<file path="src/rtl/ko_overlay_ctrl.sv">
// ko_overlay_ctrl: frame-paced KO banner sequencer and pixel compositor for the OLED
module ko_overlay_ctrl #(
    parameter int BLINK_FRAMES = 8,
    parameter int BLINK_COUNT  = 3,
    parameter int HOLD_FRAMES  = 60
) (
    input  logic        clk,
    input  logic        reset,
    input  logic        frame_begin,
    input  logic        ko_trigger,
    input  logic        ack,
    input  logic [15:0] text_colour,
    input  logic [15:0] bg_colour,
    output logic [15:0] oled_colour,
    output logic        ko_active,
    output logic        ko_done
);
    localparam int MAXP = (BLINK_FRAMES > BLINK_COUNT) ?
                          ((BLINK_FRAMES > HOLD_FRAMES) ? BLINK_FRAMES : HOLD_FRAMES) :
                          ((BLINK_COUNT > HOLD_FRAMES) ? BLINK_COUNT : HOLD_FRAMES);
    localparam int CW = $clog2(MAXP) + 1;
    typedef enum logic [2:0] {IDLE, FLASH_ON, FLASH_OFF, HOLD, DONE} state_t;
    state_t         state_q, state_d;
    logic [CW-1:0]  frame_q, frame_d, blink_q, blink_d, phase_last;
    logic           trig_q, trig_d, ack_q, ack_d, last;
    logic [15:0]    oled_d, bg_dim;
    assign bg_dim     = {1'b0, bg_colour[15:12], 1'b0, bg_colour[10:6], 1'b0, bg_colour[4:1]};
    assign phase_last = (state_q == HOLD) ? CW'(HOLD_FRAMES - 1) : CW'(BLINK_FRAMES - 1);
    assign last       = frame_q == phase_last;
    // next state: pending flags latch anywhere in the frame, transitions only on frame_begin
    always_comb begin
        state_d = state_q;
        frame_d = frame_q;
        blink_d = blink_q;
        trig_d  = trig_q | (state_q == IDLE && ko_trigger);
        ack_d   = ack_q | (state_q == DONE && ack);
        if (frame_begin) begin
            case (state_q)
                IDLE: if (trig_q) begin
                    state_d = FLASH_ON;
                    trig_d  = 1'b0;
                    frame_d = '0;
                    blink_d = '0;
                end
                FLASH_ON: begin
                    frame_d = last ? '0 : frame_q + 1'b1;
                    state_d = last ? FLASH_OFF : FLASH_ON;
                end
                FLASH_OFF: begin
                    frame_d = last ? '0 : frame_q + 1'b1;
                    if (last && blink_q == CW'(BLINK_COUNT - 1)) state_d = HOLD;
                    else if (last) begin
                        state_d = FLASH_ON;
                        blink_d = blink_q + 1'b1;
                    end
                end
                HOLD: begin
                    frame_d = last ? '0 : frame_q + 1'b1;
                    state_d = last ? DONE : HOLD;
                end
                DONE: if (ack_q) begin
                    state_d = IDLE;
                    ack_d   = 1'b0;
                end
                default: state_d = IDLE;
            endcase
        end
    end
    // pixel composite from the pre-transition state
    always_comb begin
        oled_d = (state_q == IDLE)      ? bg_colour :
                 (state_q == FLASH_OFF) ? bg_dim :
                 (|text_colour)         ? text_colour : bg_dim;
    end
    // all state and registered outputs
    always_ff @(posedge clk or posedge reset) begin
        if (reset) begin
            state_q     <= IDLE;
            frame_q     <= '0;
            blink_q     <= '0;
            trig_q      <= 1'b0;
            ack_q       <= 1'b0;
            oled_colour <= 16'h0000;
            ko_active   <= 1'b0;
            ko_done     <= 1'b0;
        end else begin
            state_q     <= state_d;
            frame_q     <= frame_d;
            blink_q     <= blink_d;
            trig_q      <= trig_d;
            ack_q       <= ack_d;
            oled_colour <= oled_d;
            ko_active   <= state_q != IDLE;
            ko_done     <= state_q == DONE;
        end
    end
endmodule

</file>
<file path="config.mk">
export PLATFORM = sky130hd
export DESIGN_NAME = ko_overlay_ctrl
export DESIGN_NICKNAME = d
export VERILOG_FILES = /design/src/rtl/ko_overlay_ctrl.sv
export SDC_FILE = /design/constraint.sdc
export NUM_CORES = 1
export LEC_CHECK = 0
export CORE_ASPECT_RATIO = 0.8
export CORE_MARGIN = 1.5
export CORE_UTILIZATION = 40
export DETAILED_ROUTE_END_ITERATION = 12
export GPL_TIMING_DRIVEN = 0
export PLACE_DENSITY = 0.69
export SYNTH_ARGS = -nofsm -noshare
export SYNTH_HDL_FRONTEND = slang
export SYNTH_SLANG_ARGS = --single-unit
</file>
<file path="constraint.sdc">
create_clock -name clk -period 3.4 [get_ports clk]
set_input_delay 0.68 -clock clk [delete_from_list [all_inputs] [get_ports clk]]
set_output_delay 0.68 -clock clk [all_outputs]
set_load 0.1 [all_outputs]
</file>
# [Word level (Yosys, flattened, before mapping)]
# Index checks and enable logic that the tools add are counted.
[word_totals] reg_bits=37 latch_bits=0 memories=0 mem_bits_rw=0 word_cells=58 romBits=0
[op_classes] n_bitwise=2 eq_ne=11 addsub=2 shifts=0 order_cmp=0 multipliers=0 muxes=23 div_mod_pow=0 n_reduce_logical=12
[op_table] operator="$mux W16" n=3
[op_table] operator="$mux W7" n=4
[op_table] operator="$pmux W7 S2" n=2
[op_table] operator="$reduce_or A16 Y1" n=1
[op_table] operator="$mux W3" n=5
[op_table] operator="$pmux W3 S5" n=1
[op_table] operator="$add A7 B1 Y7 const B" n=2
[op_table] operator="$ne A2 B2 Y1 const B" n=4
[op_table] operator="$eq A7 B2 Y1 const B" n=1
[op_table] operator="$eq A7 B6 Y1" n=1
[op_table] operator="$eq A3 B2 Y1 const B" n=2
[op_table] operator="$mux W1" n=6
[op_table] operator="$mux W6" n=1
[op_table] operator="$reduce_and A5 Y1" n=1
[op_table] operator="$reduce_and A4 Y1" n=1
[op_table] operator="$reduce_bool A2 Y1" n=2
[op_table] operator="$eq A3 B1 Y1 const B" n=1
[op_table] operator="$eq A3 B3 Y1 const B" n=1
[op_table] operator="$logic_and A1 B1 Y1" n=3
[op_table] operator="$logic_not A3 Y1" n=1
[op_table] operator="$ne A3 B3 Y1 const B" n=1
[op_table] operator="$reduce_and A3 Y1" n=1
[op_table] operator="$reduce_bool A3 Y1" n=1
[op_table] operator="$reduce_or A3 Y1" n=1
[op_table] operator="2 further kinds" n=3

# [Logic depth before layout (Yosys ltp)]
# Gate-level depths: netlist of the first run.
[logic_depth] depth_word=6 ltp_mapped=7 ltp_nobuf=7

# [Least setup slack after synthesis of the first run]
# OpenSTA, ideal clock, no wires.
[synth_timing] path_type="input -> register" start="input port text_colour[3]" end="register oled_colour[11]" required_time_ps=3265 t_arrival_ps=1817 path_buffers=1 cell_stages=6 slack_ps=1448 setup_time_ps=135 cell_sequence="nor4_1 nand4_1 nand2_1 buf_2 mux2i_1 o21ai_0"
[synth_between] elab_chain_cells=4
[synth_lines] element="from (decl)" line_no="12" source="input logic [15:0] text_colour,"
[synth_lines] element="$reduce_or A16 Y1" line_no="73" source="(|text_colour) ? text_colour : bg_dim;"
[synth_lines] element="$mux W16" line_no="73"
[synth_lines] element="$mux W16" line_no="72" source="(state_q == FLASH_OFF) ? bg_dim :"
[synth_lines] element="$mux W16" line_no="71" source="oled_d = (state_q == IDLE) ? bg_colour :"
[synth_lines] element="via oled_d[11]" line_no="26" source="logic [15:0] oled_d, bg_dim;"
[synth_lines] element="to (signal assigned)" line_no="92" source="oled_colour <= oled_d;"
[synth_lines] element="to (decl)" line_no="14" source="output logic [15:0] oled_colour,"
# The timed path passes the listed nets, and every way through them passes these cells.
# A chain may end at the register's enable or synchronous reset.

# [Worst setup path in the final report of the first run]
[layout_timing] start="register oled_colour[10]" end="output port oled_colour[10]"
# No word-level cell between the ends.

==> results of run 1 <==
## stage by stage
step           util [%]  instances  setup slack, ns  instance area [µm²]  total power, mW
2_1_floorplan         -        210             1.45                 1950             1.85
3_3_place_gp       55.2        324            0.666                 2570             2.23
3_5_place_dp       55.2        324            0.644                 2570             2.25
4_1_cts            58.2        332            0.931                 2710             2.71
5_1_grt            58.2        332            0.827                 2710             2.84
6_report           58.2        332            0.937                 2710             2.70
## kinds of logic (layout without fill, tap and decap cells)
group / Yosys count / after routing / synth area share [%]
adders and majority gates: 3 / 3 / 1.92
muxes: 16 / 16 / 8.26
and+or+nand+nor: 80 / 80 / 20.4
AOI/OAI and AO/OA: 56 / 56 / 18.3
buffers and inverters: 18 / 80 / 3.72
DFF: 37 / 37 / 47.4
## report_power, final
group | total (mW) | switching, mW | leakage [nW] | internal (mW)
combinational | 1.56 | 1.16 | 0.609 | 0.404
clock | 0.463 | 0.167 | 0.0687 | 0.295
sequential | 0.677 | 0.0827 | 0.460 | 0.594
total | 2.70 | 1.41 | 1.14 | 1.29
## area by class of cell
cell class	count	area (µm²)	share of cell area, %
inverters	8	30.0	1.11
well taps	60	75.1	2.77
plain buffers	10	42.5	1.57
clock buffers	5	68.8	2.54
repair buffers	54	541	20.0
multi-input cells	155	955	35.3
flip-flops and latches	37	926	34.2
clock inverters	3	68.8	2.54
## worst paths after layout
check / slack (ns) / depth (start not counted) / to
min in group asynchronous: 0.84 / 2 / oled_colour[12]
max reg2reg: 1.24 / 6 / oled_colour[14]
min: 0.49 / 1 / ack_q
max in group asynchronous: 2.08 / 2 / oled_colour[3]
min reg2reg: 0.49 / 1 / ack_q
max: 0.94 / 1 / oled_colour[10]
## flip-flops by register name (all words and copies together), names as in the netlist
name         flops
oled_colour     16
blink_q          7
frame_q          7
state_q          3
ack_q            1
ko_active        1
ko_done          1
trig_q           1
## Yosys cell counts (3+ instances only)
master / count
buf_2: 4
inv_1: 8
nand2_1: 34
ha_1: 3
nor2_1: 11
nand4_1: 3
clkbuf_1: 6
a21oi_1: 5
mux2i_1: 15
o31ai_1: 5
nor3_1: 5
o21ai_1: 7
nand3_1: 7
nor4_1: 5
dfrtp_1: 37
o21ai_0: 24
## layer usage
metal / vias up / GRT usage, % / part of all wire [%]
met3: 4 / 6.94 / 8.6
met1: 827 / 25.0 / 47
met5: - / 0 / 0
met2: 54 / 29.8 / 43
li1: 875 / - / -
met4: 0 / 5.82 / 1.1
==> impl_metrics.tcl, run 1 <==
set metrics [dict create \
    core_area_um2 4650 \
    worstSetupPathType "register to output pin" \
    cts_root_buf "clkbuf_8" \
    cp_slowest_cell "clkdlybuf4s50_1" \
    rsz0062_at_grt "false" \
    first_pass_iters 4 \
    worst_setup_path_end_kind "output pin" \
    synthFlopType "dfrtp_1" \
    nets 311 \
    ys_types 42 \
    synth_warnings 0 \
    drive_gt1_share_pct 7.72 \
    totalWireLength_um 4520 \
    finClkSkew_ns 0.00527 \
    cts-buffers-inserted 5 \
    cts_tree "built" \
    drtIter0Drc 70 \
    relSlewSlack_pct 32.4 \
    netlist_instances 210 \
    num_rows 22 \
    drt-vias-per-instance 5.30 \
    place_congestion 0.805 \
    max_freq_mhz 406 \
    netlist.top_cell.by_area "dfrtp_1" \
    leakage_nw 1.14 \
    routed-via-count 1760 \
    avgSynthCellArea_um2 9.30 \
    hold_start "ack_q" \
    ys_seq_area_share_pct 47.4 \
    drt-wirelength-per-cell_um 13.6 \
    grt_pass1_wl_um 7740 \
    cp_max_fo 1 \
    grt_overflow 0 \
    antenna_cells 0 \
    post_cts_buffers 0 \
    fin_tns_setup_ns 0 \
    ys_ff_latch 37 \
    buffer_ports.inserted 54 \
    slew_viol_final 0 \
    synthArstFlopShare_pct 100 \
    cpPeakStageDelay_ns 1.16 \
    hold_slack_ns 0.493 \
    clk_latency_ns 0.29 \
    holdBufCountCts 0 \
    status "completed" \
    tightest_slew_ns 1.01 \
    drc 0 \
    hpwl_um 3460 \
    die_y_um 65.5 \
    peakVddDrop_mv 0.706 \
    start_util_pct 42.0 \
    ant_nets 0 \
    critPathLaunchType "register" \
    htree_levels 2 \
    synth-edff-count 0 \
    hold_class "register to register" \
    syn2layout_area_growth_pct 38.6 \
    die-area_um2 5310 \
    grt_max_degree 38 \
    cts_sinks 37 \
    cts.repair.resized 0 \
    synth_top_area_share_pct 47.4 \
    startpoint "oled_colour[10]" \
    synth.area.top_cells "dfrtp_1, mux2i_1, nand2_1" \
    io_pins 55 \
    path_cells "clkdlybuf4s50_1" \
    grt_use_total_pct 19.2 \
    fin_crit_sh_pct 72.4 \
    required_ns 2.72 \
    layout.cells.most_common "clkdlybuf4s50_1" \
    clock_path_buffers 2 \
    syn_nets 250 \
    clk_pin_slew_ns 0.08 \
    grt_antenna_before_repair 0 \
    maxCapViolCount 0 \
    setup_viol 0 \
    cp_num_buf_inv 1 \
    reg2reg_from "state_q[1]" \
    period_minus_slack_ns 2.46 \
    grt_pass1_vias 1679 \
    p_per_area_nw_per_um2 998 \
    mostFrequentLayoutCells "clkdlybuf4s50_1, dfrtp_1, nand2_1, o21ai_0, mux2i_1" \
    hold_viol 0 \
    netlist_area_um2 1950 \
    cp_top_family "buffers and inverters" \
    critical_path_arrival_ns 1.78 \
    fill_cells 417 \
    fp.dieW_um 81.1 \
]
Note: power is estimated with default switching activity, not from simulation.
==> run 2: changes to the inputs <==
PLACE_DENSITY = 0.71   (was 0.69)
clock period = 2.08 ns   (was 3.4 ns; I/O delays follow)
==> run 2 against run 1 <==
Against the previous run:
- sequential share of layout area up 0.53 points
- sequential power is 64% higher
- non-clock buffer count stayed put
- global-route usage up 0.43 points
- clock power increased by 11%
- count of clock-buffer cells in the layout stayed put
- die area is the same
- routed wire length increased by 2.0%
- sequential cell count did not move
- combinational power up 58%
- cell area down 1.4%
- final cell count unchanged
- largest cell class unchanged
==> impl_metrics.tcl, run 2 (synthesis results as in run 1) <==
set metrics [dict create \
    layout_setup_ws_ns 0.143 \
    dpl_cell_area_um2 2570 \
    cp_max_fo 10 \
    io_pins 55 \
    first_pass_iters 4 \
    drt-vias-per-instance 5.37 \
    grt_max_degree 38 \
    critical_path_arrival_ns 2.10 \
    htree_levels 2 \
    grt_use_total_pct 19.6 \
    clk_pin_slew_ns 0.07 \
    drt-wirelength-per-cell_um 13.9 \
    dp_slack_ns -0.332 \
    use_met3_pct 6.25 \
    clk_latency_ns 0.30 \
    die-area_um2 5310 \
    slew_viol_final 0 \
    syn2layout_area_growth_pct 36.6 \
    largest-register "oled_colour" \
    worstSetupPathType "input port to register" \
    fin_crit_sh_pct 93.1 \
    hold_class "register to register" \
    cp_top_family "simple AND/OR/NAND/NOR gates" \
    required_ns 2.24 \
    die_y_um 65.5 \
    grt_overflow 0 \
    grt_pass1_vias 1678 \
    routed-via-count 1783 \
    relSlewSlack_pct 34.6 \
    core_area_um2 4650 \
    cts_tree "built" \
    cpPeakStageDelay_ns 0.42 \
    buffer_ports.inserted 54 \
    fp.dieW_um 81.1 \
    cts_root_buf "clkbuf_8" \
    cts-buffers-inserted 5 \
    cp_num_buf_inv 2 \
    ant_nets 0 \
    status "completed" \
    holdBufCountCts 0 \
    leakage_nw 1.16 \
    multi_input_area_um2 980 \
    final_cell_area_um2 2670 \
    hpwl_um 3390 \
    drc 0 \
    maxCapViolCount 0 \
    grt_antenna_before_repair 0 \
    grt_busiest_layer "met2" \
    period_minus_slack_ns 1.94 \
    post_cts_buffers 0 \
    grt_util_met1_pct 24.7 \
    cp_slowest_cell "clkdlybuf4s50_1" \
    setup_viol 0 \
    globalRouteMet2Util_pct 31.3 \
    largest_reg_flops 16 \
    worst_setup_path_end_kind "register" \
    grt_pass1_wl_um 7880 \
    p_per_area_nw_per_um2 1530 \
    top_regs "oled_colour (16), blink_q (7), frame_q (7)" \
    mostFrequentLayoutCells "dfrtp_1, clkdlybuf4s50_1, nand2_1, o21ai_0, dlygate4sd2_1" \
    seq_area_um2 927 \
    critPathLaunchType "input port" \
    nets 311 \
    path_cells "clkdlybuf4s50_1 > nor4_1 > nand4_1 > nand2_4 > clkbuf_4 > mux2i_1 > o21ai_0" \
    tightest_slew_ns 0.985 \
    totalWireLength_um 4610 \
    hold_viol 0 \
    drtIter0Drc 131 \
    finClkSkew_ns 0.00376 \
    max_freq_mhz 516 \
    cts_sinks 37 \
    num_rows 22 \
    peakVddDrop_mv 1.13 \
    drive_gt1_share_pct 9.93 \
    place_congestion 0.766 \
    fill_cells 428 \
    antenna_cells 0 \
    clock_path_buffers 2 \
    start_util_pct 42.0 \
]
-- run 2: final cells by class --
| class | instances | share of cell area, % |
|---|---|---|
| Clock inverter | 3 | 0.844 |
| Timing Repair Buffer | 54 | 19.4 |
| Inverter | 8 | 1.13 |
| Tap cell | 60 | 2.81 |
| Multi-Input combinational cell | 155 | 36.7 |
| Clock buffer | 5 | 2.58 |
| Buffer | 10 | 1.78 |
| Sequential cell | 37 | 34.7 |
-- run 2: report_power, final --
group / total, mW / internal (mW) / switching (mW)
sequential: 1.11 / 0.972 / 0.140
combinational: 2.47 / 0.571 / 1.90
clock: 0.512 / 0.237 / 0.274
-- run 2: worst reg2reg max path, stage by stage (launching register included) --
cell	delay [ns]
dfrtp_1	0.44
or3b_1	0.38
buf_2	0.17
o41ai_2	0.35
a21o_1	0.22
or2_1	0.17
o31ai_1	0.09
-- run 2: metal layers --
layer,up-vias,share of wire (%)
met1,822,44
met3,8,8.7
li1,881,-
met2,72,45
met4,0,1.7
met5,-,0
-- run 2: final timing paths --
path	to	cells past startpoint	slack, ns	from
min in group asynchronous	blink_q[3]	2	0.56	reset
max	oled_colour[11]	7	0.14	text_colour[11]
max in group asynchronous	frame_q[0]	2	1.01	reset
min	ack_q	1	0.49	ack_q
min reg2reg	ack_q	1	0.49	ack_q
max reg2reg	frame_q[4]	6	0.15	frame_q[4]
-- run 2: metrics by stage --
stage          instances  hold WS [ns]  util [%]  power, mW  TNS [ns]
6_report             332         0.486      57.4       4.09         0
5_1_grt              332         0.543      57.4       4.32  -0.00184
4_1_cts              332         0.487      56.8       4.05         0
3_5_place_dp         324         0.476      55.2       3.66     -2.49
3_3_place_gp         324         0.460      55.2       3.64     -2.40
2_1_floorplan        210         0.439         -       3.03         0
-- run 2: repair_timing --
action / CTS / global route
pin swaps: 0 / 2
setup endpoints to repair: 24 / 18
resized for setup: 19 / 11
hold endpoints to repair: 0 / 0
==> run 3: changes to the inputs <==
CORE_MARGIN = not set   (was 1.5)
==> run 3 against run 2 <==
Against the previous run:
- non-clock buffer count rose by 3
- combinational power barely moved
- count of clock-buffer cells in the layout rose by 1
- critical path type unchanged
==> impl_metrics.tcl, run 3 (synthesis results as in run 1) <==
set metrics [dict create \
    status "completed" \
    cts_sinks 37 \
    grt_pass1_wl_um 7780 \
    drtIter0Drc 126 \
    hpwl_um 3420 \
    clk_pin_slew_ns 0.08 \
    endpoint "oled_colour[14]" \
    dpl_cell_area_um2 2570 \
    layout_setup_ws_ns 0.0567 \
    cpPeakStageDelay_ns 0.42 \
    htree_levels 2 \
    layout.cells.most_common "dfrtp_1" \
    reg2reg_depth 7 \
    cts-buffers-inserted 5 \
    worstSetupPathDepth 7 \
    largest-register "oled_colour" \
    mostFrequentLayoutCells "dfrtp_1, clkdlybuf4s50_1, nand2_1, o21ai_0, dlygate4sd2_1" \
    startpoint "text_colour[11]" \
    drt-vias-per-instance 5.37 \
    first_pass_iters 4 \
    relSlewSlack_pct 34.2 \
    hold_class "register to register" \
    nets 314 \
    hold_path_depth 1 \
    period_minus_slack_ns 2.02 \
    grt_use_total_pct 20.0 \
    start_util_pct 42.0 \
    grt_overflow 0 \
    maxCapViolCount 0 \
    peakVddDrop_mv 0.791 \
    clk_latency_ns 0.29 \
    slew_viol_final 0 \
    top_regs "oled_colour (16), blink_q (7), frame_q (7)" \
    max_freq_mhz 494 \
    grt_max_degree 38 \
    final_cell_area_um2 2700 \
    die-area_um2 5170 \
    regToRegEndpoint "oled_colour[14]" \
    cp_num_buf_inv 2 \
    clock_path_buffers 2 \
    core_area_um2 4650 \
    reg2reg_from "state_q[0]" \
    fp.dieW_um 80.1 \
    worstSetupPathType "input port to register" \
    dp_slack_ns -0.384 \
    finalPower_mw 4.21 \
    fin_tns_setup_ns 0 \
    setup_viol 0 \
    num_rows 22 \
    cp_top_family "simple AND/OR/NAND/NOR gates" \
    totalWireLength_um 4530 \
    place_congestion 0.787 \
    required_ns 2.24 \
    finClkSkew_ns 0.00725 \
    fin_crit_sh_pct 97.3 \
    drt-wirelength-per-cell_um 13.5 \
    io_pins 55 \
    ant_nets 0 \
    critPathLaunchType "input port" \
    cts_tree "built" \
    buffer_ports.inserted 54 \
    rrSetupSlack_ns 0.11 \
    routed-via-count 1800 \
    hold_viol 0 \
    syn2layout_area_growth_pct 38.4 \
    cts_root_buf "clkbuf_8" \
    grt_pass1_vias 1701 \
    die_y_um 64.5 \
    antenna_cells 0 \
    drive_gt1_share_pct 10.2 \
    path_cells "clkdlybuf4s50_1 > nor4_1 > nand4_1 > nand2_2 > clkbuf_4 > mux2i_1 > o21ai_0" \
    worst_setup_path_end_kind "register" \
    cp_max_fo 10 \
    largest_reg_flops 16 \
    holdBufCountCts 0 \
    drc 0 \
    grt_antenna_before_repair 0 \
    cp_slowest_cell "clkdlybuf4s50_1" \
    leakage_nw 1.18 \
    tightest_slew_ns 0.992 \
    p_per_area_nw_per_um2 1560 \
    critical_path_arrival_ns 2.18 \
]
[run 3: worst min-delay path by stage]
stage | to | start | slack [ns]
global placement | blink_q[6] | blink_q[6] | 0.47
global route | blink_q[6] | blink_q[6] | 0.49
finish | blink_q[6] | blink_q[6] | 0.47
CTS | blink_q[6] | blink_q[6] | 0.48
floorplan | blink_q[6] | blink_q[6] | 0.44
detailed placement | blink_q[6] | blink_q[6] | 0.47
[run 3: power breakdown]
group          total, mW  switching [mW]  internal (mW)
Combinational       2.48            1.90          0.583
Sequential          1.10           0.133          0.970
Clock              0.625           0.265          0.360
[run 3: layout make-up]
type,instances,area (µm²)
Tap cell,60,75.1
Clock inverter,2,38.8
Timing Repair Buffer,57,541
Multi-Input combinational cell,155,972
Buffer,10,47.5
Sequential cell,37,926
Fill cell,413,1950
Clock buffer,6,72.6
Inverter,8,30.0
[run 3: routing by layer]
layer  global-route usage (%)  vias up  wire (µm)
met4                     8.04        0         38
met3                     7.46        2        348
met2                     30.8       69       2050
met1                     25.4      849       2090
met5                        0        -          0
li1                         -      880          -
[run 3: worst reg2reg max path: stages (launching register included)]
cell	delay, ns
dfrtp_1	0.35
buf_2	0.17
nor2_1	0.31
nand2_2	0.19
nand2_2	0.22
clkbuf_4	0.27
mux2i_1	0.21
o21ai_0	0.11
[run 3: what timing repair did]
item,CTS,global route
gates resized for setup,20,7
endpoints found under the setup margin,26,16
pin swaps,0,1
setup buffers,0,3
[run 3: per-stage QoR]
stage | util [%] | cells | hold WS, ns
5_1_grt | 58.1 | 335 | 0.491
3_5_place_dp | 55.2 | 324 | 0.467
3_3_place_gp | 55.2 | 324 | 0.470
2_1_floorplan | - | 210 | 0.439
4_1_cts | 57.2 | 332 | 0.476
6_report | 58.1 | 335 | 0.471
